File: src/rtl/sprite_pkg.sv
// Shared constants and types for the sprite layer mapper.
// Optional macro SPRITE_MIRROR_EN adds a per-sprite horizontal flip bit.
package sprite_pkg;

    localparam int DEF_NUM_SPRITES = 4;
    localparam int DEF_SHEET_COLS  = 4;
    localparam int DEF_SHEET_ROWS  = 4;
    localparam int DEF_TILE_W      = 32;
    localparam int DEF_TILE_H      = 52;
    localparam int DEF_ADDR_W      = 15;
    localparam int DEF_ROM_LATENCY = 1;

    localparam logic [23:0] KEY_COLOR = 24'hFF0000;
    // All-ones hit index; callers slice it to their index width.
    localparam logic [7:0]  BG_IDX    = 8'hFF;

    typedef struct packed {
        logic [7:0] r;
        logic [7:0] g;
        logic [7:0] b;
    } rgb_t;

    typedef struct packed {
        logic       en;
        logic [9:0] x;
        logic [9:0] y;
        logic [7:0] sel;
`ifdef SPRITE_MIRROR_EN
        logic       flip;
`endif
    } sprite_attr_t;

endpackage

File: src/rtl/sprite_hit_unit.sv
// Combinational hit test and sheet address for one sprite layer.
// With SPRITE_MIRROR_EN defined, a flip input mirrors the tile horizontally.
module sprite_hit_unit
    import sprite_pkg::*;
#(
    parameter int SHEET_COLS = DEF_SHEET_COLS,
    parameter int SHEET_ROWS = DEF_SHEET_ROWS,
    parameter int TILE_W     = DEF_TILE_W,
    parameter int TILE_H     = DEF_TILE_H
) (
    input  logic        en,
    input  logic [9:0]  x,
    input  logic [9:0]  y,
    input  logic [7:0]  sel,
`ifdef SPRITE_MIRROR_EN
    input  logic        flip,
`endif
    input  logic [9:0]  draw_x,
    input  logic [9:0]  draw_y,
    output logic        hit,
    output logic [19:0] addr
);

    localparam int NUM_TILES = SHEET_COLS * SHEET_ROWS;

    logic [10:0] x_end;
    logic [10:0] y_end;
    logic        in_x;
    logic        in_y;
    logic        sel_ok;
    logic [7:0]  r;
    logic [7:0]  c;
    logic [9:0]  dx_raw;
    logic [9:0]  dx;
    logic [9:0]  dy;
    logic [19:0] row;

    // 11-bit edges keep x+TILE_W from wrapping near the screen edge.
    always_comb begin
        x_end  = {1'b0, x} + 11'(TILE_W);
        y_end  = {1'b0, y} + 11'(TILE_H);
        in_x   = (draw_x >= x) && ({1'b0, draw_x} < x_end);
        in_y   = (draw_y >= y) && ({1'b0, draw_y} < y_end);
        sel_ok = 32'(sel) < NUM_TILES;
        hit    = en && sel_ok && in_x && in_y;
        r      = 8'(32'(sel) / SHEET_COLS);
        c      = 8'(32'(sel) % SHEET_COLS);
        dx_raw = draw_x - x;
        dy     = draw_y - y;
        dx     = dx_raw;
`ifdef SPRITE_MIRROR_EN
        if (flip)
            dx = 10'(TILE_W - 1) - dx_raw;
`endif
        row    = 20'(r) * 20'(TILE_H) + 20'(dy);
        addr   = 20'(SHEET_COLS * TILE_W) * row
               + 20'(c) * 20'(TILE_W) + 20'(dx);
    end

endmodule

File: src/rtl/sprite_layer_mapper.sv
// Multi-sprite compositor over the gradient background, fixed priority.
// SPRITE_MIRROR_EN adds the sprite_flip staging input for mirroring.
module sprite_layer_mapper
    import sprite_pkg::*;
#(
    parameter  int NUM_SPRITES = DEF_NUM_SPRITES,
    parameter  int SHEET_COLS  = DEF_SHEET_COLS,
    parameter  int SHEET_ROWS  = DEF_SHEET_ROWS,
    parameter  int TILE_W      = DEF_TILE_W,
    parameter  int TILE_H      = DEF_TILE_H,
    parameter  int ADDR_W      = DEF_ADDR_W,
    parameter  int ROM_LATENCY = DEF_ROM_LATENCY,
    localparam int IDX_W       = $clog2(NUM_SPRITES) + 1
) (
    input  logic                     Clk,
    input  logic                     Reset_n,
    input  logic                     frame_start,
    input  logic                     pixel_valid,
    input  logic [9:0]               DrawX,
    input  logic [9:0]               DrawY,
    input  logic [NUM_SPRITES-1:0]   sprite_en,
    input  logic [NUM_SPRITES*10-1:0] sprite_x,
    input  logic [NUM_SPRITES*10-1:0] sprite_y,
    input  logic [NUM_SPRITES*8-1:0] sprite_sel,
`ifdef SPRITE_MIRROR_EN
    input  logic [NUM_SPRITES-1:0]   sprite_flip,
`endif
    output logic [ADDR_W-1:0]        rom_addr,
    input  logic [31:0]              rom_data,
    output logic [7:0]               Red,
    output logic [7:0]               Green,
    output logic [7:0]               Blue,
    output logic                     rgb_valid,
    output logic [IDX_W-1:0]         hit_idx
);

    localparam int                 L  = ROM_LATENCY;
    localparam logic [IDX_W-1:0]   BG = BG_IDX[IDX_W-1:0];

    sprite_attr_t staged [NUM_SPRITES];
    sprite_attr_t active [NUM_SPRITES];

    logic [NUM_SPRITES-1:0] hit;
    logic [19:0]            hit_addr [NUM_SPRITES];
    logic                   win;
    logic [IDX_W-1:0]       win_idx;
    logic [19:0]            win_addr;

    logic [L:0]             p_valid;
    logic [L:0]             p_bg;
    logic [IDX_W-1:0]       p_idx [L+1];
    logic [6:0]             p_dx3 [L+1];

    rgb_t                   texel;
    rgb_t                   nxt_rgb;
    logic [IDX_W-1:0]       nxt_idx;
    logic                   unused_rom_hi;

    assign texel         = rom_data[23:0];
    assign unused_rom_hi = ^rom_data[31:24];

    // Gather the flat staging ports into attribute records.
    always_comb begin
        for (int i = 0; i < NUM_SPRITES; i++) begin
            staged[i].en  = sprite_en[i];
            staged[i].x   = sprite_x[i*10 +: 10];
            staged[i].y   = sprite_y[i*10 +: 10];
            staged[i].sel = sprite_sel[i*8 +: 8];
`ifdef SPRITE_MIRROR_EN
            staged[i].flip = sprite_flip[i];
`endif
        end
    end

    // Shadow set: only changes at frame_start, so a frame never tears.
    always_ff @(posedge Clk) begin
        if (!Reset_n) begin
            for (int i = 0; i < NUM_SPRITES; i++)
                active[i] <= '0;
        end else if (frame_start) begin
            for (int i = 0; i < NUM_SPRITES; i++)
                active[i] <= staged[i];
        end
    end

    for (genvar i = 0; i < NUM_SPRITES; i++) begin : g_hit
        sprite_hit_unit #(
            .SHEET_COLS (SHEET_COLS),
            .SHEET_ROWS (SHEET_ROWS),
            .TILE_W     (TILE_W),
            .TILE_H     (TILE_H)
        ) u_hit (
            .en     (active[i].en),
            .x      (active[i].x),
            .y      (active[i].y),
            .sel    (active[i].sel),
`ifdef SPRITE_MIRROR_EN
            .flip   (active[i].flip),
`endif
            .draw_x (DrawX),
            .draw_y (DrawY),
            .hit    (hit[i]),
            .addr   (hit_addr[i])
        );
    end

    // Lowest index wins; scanning downward lets it overwrite the rest.
    always_comb begin
        win      = 1'b0;
        win_idx  = BG;
        win_addr = '0;
        for (int i = NUM_SPRITES - 1; i >= 0; i--) begin
            if (hit[i]) begin
                win      = 1'b1;
                win_idx  = IDX_W'(i);
                win_addr = hit_addr[i];
            end
        end
    end

    // Hit-detect register plus delay line matching the ROM read latency.
    always_ff @(posedge Clk) begin
        if (!Reset_n) begin
            rom_addr <= '0;
            p_valid  <= '0;
            p_bg     <= '1;
            for (int i = 0; i <= L; i++) begin
                p_idx[i] <= BG;
                p_dx3[i] <= '0;
            end
        end else begin
            rom_addr   <= ADDR_W'(win_addr);
            p_valid[0] <= pixel_valid;
            p_bg[0]    <= !win;
            p_idx[0]   <= win_idx;
            p_dx3[0]   <= DrawX[9:3];
            for (int i = 1; i <= L; i++) begin
                p_valid[i] <= p_valid[i-1];
                p_bg[i]    <= p_bg[i-1];
                p_idx[i]   <= p_idx[i-1];
                p_dx3[i]   <= p_dx3[i-1];
            end
        end
    end

    // A keyed texel falls through to the background, not a lower sprite.
    always_comb begin
        nxt_rgb = '0;
        nxt_idx = BG;
        if (p_valid[L]) begin
            if (!p_bg[L] && texel != KEY_COLOR) begin
                nxt_rgb = texel;
                nxt_idx = p_idx[L];
            end else begin
                nxt_rgb.r = 8'h3F;
                nxt_rgb.g = 8'h00;
                nxt_rgb.b = 8'h3F - {1'b0, p_dx3[L]};
            end
        end
    end

    // Output register.
    always_ff @(posedge Clk) begin
        if (!Reset_n) begin
            Red       <= '0;
            Green     <= '0;
            Blue      <= '0;
            rgb_valid <= 1'b0;
            hit_idx   <= BG;
        end else begin
            Red       <= nxt_rgb.r;
            Green     <= nxt_rgb.g;
            Blue      <= nxt_rgb.b;
            rgb_valid <= p_valid[L];
            hit_idx   <= nxt_idx;
        end
    end

endmodule
File: config.mk
export PLATFORM = sky130hd
export DESIGN_NAME = sprite_layer_mapper
export DESIGN_NICKNAME = d
export VERILOG_FILES = /design/src/rtl/sprite_pkg.sv /design/src/rtl/sprite_hit_unit.sv /design/src/rtl/sprite_layer_mapper.sv
export SDC_FILE = /design/constraint.sdc
export NUM_CORES = 1
export LEC_CHECK = 0
export ABC_AREA = 1
export CAP_MARGIN = 10
export CORE_MARGIN = 2
export CORE_UTILIZATION = 30
export DETAILED_ROUTE_END_ITERATION = 12
export HOLD_SLACK_MARGIN = 0.06
export SLEW_MARGIN = 10
export SYNTH_ARGS = -nofsm -noshare
export SYNTH_HDL_FRONTEND = slang
export SYNTH_SLANG_ARGS = --single-unit
File: constraint.sdc
create_clock -name Clk -period 5.1 [get_ports Clk]
set_input_delay 0.765 -clock Clk [delete_from_list [all_inputs] [get_ports Clk]]
set_output_delay 0.765 -clock Clk [all_outputs]
set_load 0.03 [all_outputs]
Word level (Yosys, flattened, before mapping)
Memory sizes are Yosys's and may differ from the RTL's. A register that Yosys moved wholly into a read port is not among the register bits.
Cells that the tools add are included.
{"block": "totals", "register_bits": 44, "latch_bits": 0, "mem_bits_rw": 136, "romBits": 0, "in_bits": 172, "out_inout_bits": 43, "word_cells": 125, "n_memories": 3}
{"block": "classes", "add_sub_neg": 29, "n_mul": 4, "div_mod_pow": 0, "n_lt_le_gt_ge": 20, "n_eq_ne": 1, "shifts": 0, "mux": 26, "bitwise_logic": 8, "reduce_logical": 26}
{"memory": "active", "words": 4, "width": 29, "read_ports": 4, "rd_clocked_by_memory_dff": 0, "write_ports": 4, "line_no": "sprite_layer_mapper.sv:41", "source": "sprite_attr_t active [NUM_SPRITES];"}
{"memory": "p_dx3", "words": 2, "width": 7, "read_ports": 2, "rd_clocked_by_memory_dff": 0, "write_ports": 2, "line_no": "sprite_layer_mapper.sv:52", "source": "logic [6:0] p_dx3 [L+1];"}
{"memory": "p_idx", "words": 2, "width": 3, "read_ports": 2, "rd_clocked_by_memory_dff": 1, "write_ports": 2, "line_no": "sprite_layer_mapper.sv:51", "source": "logic [IDX_W-1:0] p_idx [L+1];"}
{"cell": "$mux 29", "n": 4}
{"cell": "$add 10x6->11 const B", "n": 8}
{"cell": "$lt 10x11->1", "n": 8}
{"cell": "$ge 10x10->1", "n": 8}
{"cell": "$add 15x10->15", "n": 4}
{"cell": "$add 15x7->15", "n": 4}
{"cell": "$mux 15", "n": 4}
{"cell": "$sub 10x10->10", "n": 4}
{"cell": "$add 8x8->8", "n": 4}
{"cell": "$lt 8x5->1 const B", "n": 4}
{"cell": "$sub 8x8->8", "n": 4}
{"cell": "$mul 6x4->6 const B", "n": 4}
{"cell": "$ne 24x24->1 const B", "n": 1}
{"cell": "$mux 22", "n": 1}
{"cell": "$logic_and 1x1->1", "n": 21}
{"cell": "$mux 3", "n": 6}
{"cell": "$mux 7", "n": 2}
{"cell": "$mux 1", "n": 9}
{"cell": "$or 1x1->1", "n": 8}
{"cell": "$sub 6x7->8 const A", "n": 1}
{"cell": "$logic_not 1->1", "n": 3}
{"cell": "$reduce_and 3->1", "n": 1}
{"cell": "$reduce_and 2->1", "n": 1}

Longest topological paths before layout
An unclocked memory read counts as a cell.
{"block": "depth", "word_depth": 11, "mapped_depth": 26, "mapped_depth_nobuf": 26}

Modules after synthesis
From an unflattened synthesis, not the netlist that was laid out.
{"block": "hier_totals", "hier_cells": 2530, "hier_area_um2": 18514.0}
{"module": "sprite_layer_mapper", "instances": 1, "cells_each": 688, "area_per_inst_um2": 6875.3, "seq_area_each_um2": 4784.6}
{"module": "sprite_hit_unit at g_hit[0].u_hit", "instances": 1, "cells_each": 468, "area_per_inst_um2": 2934.1, "seq_area_each_um2": 0.0}
{"module": "sprite_hit_unit at g_hit[2].u_hit", "instances": 1, "cells_each": 461, "area_per_inst_um2": 2930.3, "seq_area_each_um2": 0.0}
{"module": "sprite_hit_unit at g_hit[3].u_hit", "instances": 1, "cells_each": 460, "area_per_inst_um2": 2905.3, "seq_area_each_um2": 0.0}
{"module": "sprite_hit_unit at g_hit[1].u_hit", "instances": 1, "cells_each": 453, "area_per_inst_um2": 2869.0, "seq_area_each_um2": 0.0}

Worst setup path after synthesis
No wires, ideal clock.
{"block": "synth_timing", "path_type": "input to register", "start": "input port DrawX[2]", "end": "register rom_addr[14]", "setup_ns": 0.070, "t_arrival_ns": 3.516, "required_time_ns": 5.030, "path_slack_ns": 1.513, "path_stages": 25, "n_path_buf": 0, "cell_sequence": "ha_1 > a21oi_1 > nand2_1 > a21oi_1 > o21bai_1 > a21oi_1 > nor2_1 > o21ai_0 > nand2_1 > xor2_1 > ha_1 > nand2_1 > nor2_1 > nand2_1 > nand3_1 > nand2_1 > nor2_1 > nand2_1 > nor2_1 > nand2_1 > nand2_1 > nand3_1 > nand3_1 > nand2_1 > a21oi_1"}
{"block": "synth_between", "elab_chain_len": 8, "elab_cells_between_ends": 32, "cone_classes": "8 x add/sub; 8 x order compare; 4 x mux; 12 x reduce/logical"}
{"item": "start: declaration", "line_no": "sprite_layer_mapper.sv:19", "source": "input logic [9:0] DrawX,"}
{"item": "branches (longest 7 deep; another with $add 15x10->15)"}
{"item": "$mux 15 (*)", "line_no": "sprite_layer_mapper.sv:113", "source": "if (hit[i]) begin"}
{"item": "end signal: assignment", "line_no": "sprite_layer_mapper.sv:132", "source": "rom_addr <= ADDR_W'(win_addr);"}
{"item": "end: declaration", "line_no": "sprite_layer_mapper.sv:28", "source": "output logic [ADDR_W-1:0] rom_addr,"}
Every way passes the cells marked *.
A chain may end at the register's enable or synchronous reset.

Worst setup path in the final report
Ends and elaborated chain as after synthesis.

==> qor.yml <==
critical_path.startpoint_type: "primary input"
fillers: 5343
peakVddDrop_v: 0.000274
die_area_um2: 54400
avgRoutedWirePerCell_um: 14.5
finalCritPeriodShare_pct: 84.1
ios: 215
slew_headroom_pct: 36.2
detail_route.iter0.violations: 769
regToRegEndpoint: "rom_addr[14]"
holdPathEnd: "Blue[5]"
hold_buffers: 0
finalHoldViolCount: 0
required_ps: 5520
drt-vias-per-instance: 4.51
pre_cts_ws_ps: 358
finalWirelength_um: 42900
stdcell_count: 2969
hold_ws_ps: 397
syn_to_final_growth_pct: 22.4
whs_path_depth: 1
grt_usage_pct: 16.3
route.vias.total: 13394
setup_slack_ps: 812
nets: 2692
cts_root_buffer: "clkbuf_16"
layout_commonest_cell: "inv_1"
dp_cells: 2937
rr_startpoint: "active[1][3]"
syn_avg_cell_area_um2: 7.67
setup_viol: 0
synth-seq-cells: 181
rsz0062_at_grt: "no"
insertion_delay_ps: 500
tightestPinTransition_ps: 957
power.leakage_nw: 9.61
async_flop_share_pct: 0
cp-end-kind: "flip-flop"
yosysWarnings: 0
fin_skew_ps: 18.7
die_x_um: 233
fin_area_um2: 19300
fmax_ghz: 0.233
placed_area_um2: 18700
grt_overflow_total: 0
synth-edff-count: 116
post-cts-setup-buffers: 0
clkSlewWorstSetupHoldPaths_ps: 80
hold_path.class: "flip-flop to flip-flop"
period_needed_ps: 4290
rows: 84
die_h_um: 233
clock_sinks: 181
multi_input_area_um2: 9110
maxSlewViolCount: 0
postRouteAntennaNets: 0
seqCellArea_um2: 4780
r2r.worst_path.cells: 18
grt_max_degree: 84
synth_cell_types: 46
diodes: 0
antenna_found_initial: 0
dpl.hpwl_um: 34700
cts_buffers: 17
drc: 0
fin_util_pct: 36.9
total_power_mw: 5.54
post_cts_resize_count: 0
drive_gt1_share_pct: 4.16
min_from: "p_dx3[0][12]"
critPathKind: "primary input to flip-flop"
yosysSeqAreaShare_pct: 30.4
place.gp.congestion: 0.884
syn-num-nets: 2479
fin_tns_setup_ps: 0
timing.max_cap.violations: 0
status: "finished clean"
critical_path.max_fanout: 4
final_cell_mix: "inv_1, nand2_1, nor2_1, ha_1, clkdlybuf4s50_1"
core_um2: 52200
start_util_pct: 30.2
reg2reg_slack_ps: 1170
cts_tree: "built"
firstDrtPassIters: 8
ys.flop_type: "edfxtp_1"
numPortBuffers: 206
grt_pass1_wl_um: 68100
cts_htree_levels: 4
syn-cell-area_um2: 15800
clockBufferDepth: 2
powerDensity_nw_per_um2: 287
grt_pass1_vias: 13581
cp.arrival_ps: 4710
synth_cells: 2055
==> cell usage after synthesis (11+ instances only) <==
cell      instances  area share (%)
nand2_1         384             9.1
o21ai_0          36             1.1
a21oi_1         106             3.4
nor2_1          233             5.5
ha_1            208              17
fa_1             44             5.6
xor2_1           69             3.8
nand3b_1         16            0.76
or2_2            11            0.44
clkbuf_1         18            0.43
dfxtp_1          65             8.3
nand3_1         103             3.3
edfxtp_1        116              22
nand4_1          33             1.3
inv_1           460              11
xnor2_1          44             2.4
==> power breakdown <==
group          total [mW]  switching (mW)  leakage [nW]  internal (mW)
logic                2.48            1.45          7.54           1.03
registers            1.73          0.0791          1.78           1.65
clock network        1.33           0.678         0.290          0.654
total                5.54            2.21          9.61           3.34
==> flip-flops by register name, indices dropped and copies added, names as in the netlist <==
name,count
active,116
Red,8
p_dx3,14
p_valid,2
rgb_valid,1
rom_addr,15
p_bg,2
p_idx,4
Green,8
hit_idx,3
Blue,8
==> layout make-up <==
type | instances | area share [%]
multi-input cells | 1382 | 47.2
repair buffers | 225 | 11.5
clock inverters | 15 | 0.824
well taps | 688 | 4.46
inverters | 461 | 8.97
clock buffers | 17 | 2.21
flip-flops and latches | 181 | 24.8
==> worst max-delay path: stages <==
cell	delay (ps)
clkdlybuf4s50_1	580
ha_1	430
a21oi_1	170
nand2_1	120
a21oi_1	220
o21bai_1	100
a21oi_1	210
nor2_1	60
o21ai_0	140
nand2_1	80
xor2_1	160
ha_1	360
nand2_1	90
nor2_1	120
nand2_1	90
nand3_1	110
nand2_1	60
nor2_1	190
nand2_1	70
nor2_1	90
nand2_1	50
nand2_1	60
nand3_1	70
nand3_1	100
nand2_1	70
a21oi_1	110
==> layer usage <==
metal	part of all wire, %	GRT usage [%]	vias up
met4	2.7	6.45	0
met2	50	29.1	296
met1	43	18.8	6154
li1	-	-	6884
met5	0	0	-
met3	4.6	3.39	60
==> logic make-up after synthesis <==
group	Yosys count	share of synthesized area [%]
fa+ha+maj	252	22.1
xor+xnor	113	6.28
flops	181	30.4
compound gates	193	6.76
buf+inv	492	11.9
simple gates	824	22.6
==> worst max path at each step <==
| stage | from | endpoint | slack, ps | depth (start not counted) |
|---|---|---|---|---|
| 2_1_floorplan | DrawX[2] | rom_addr[14] | 1510 | 25 |
| 3_3_place_gp | DrawX[2] | rom_addr[14] | 410 | 26 |
| 3_5_place_dp | DrawX[2] | rom_addr[14] | 360 | 26 |
| 4_1_cts | DrawX[2] | rom_addr[14] | 930 | 26 |
| 5_1_grt | DrawX[2] | rom_addr[14] | 410 | 26 |
| 6_report | DrawX[2] | rom_addr[14] | 810 | 26 |
Note: power is estimated with default switching activity, not from simulation.
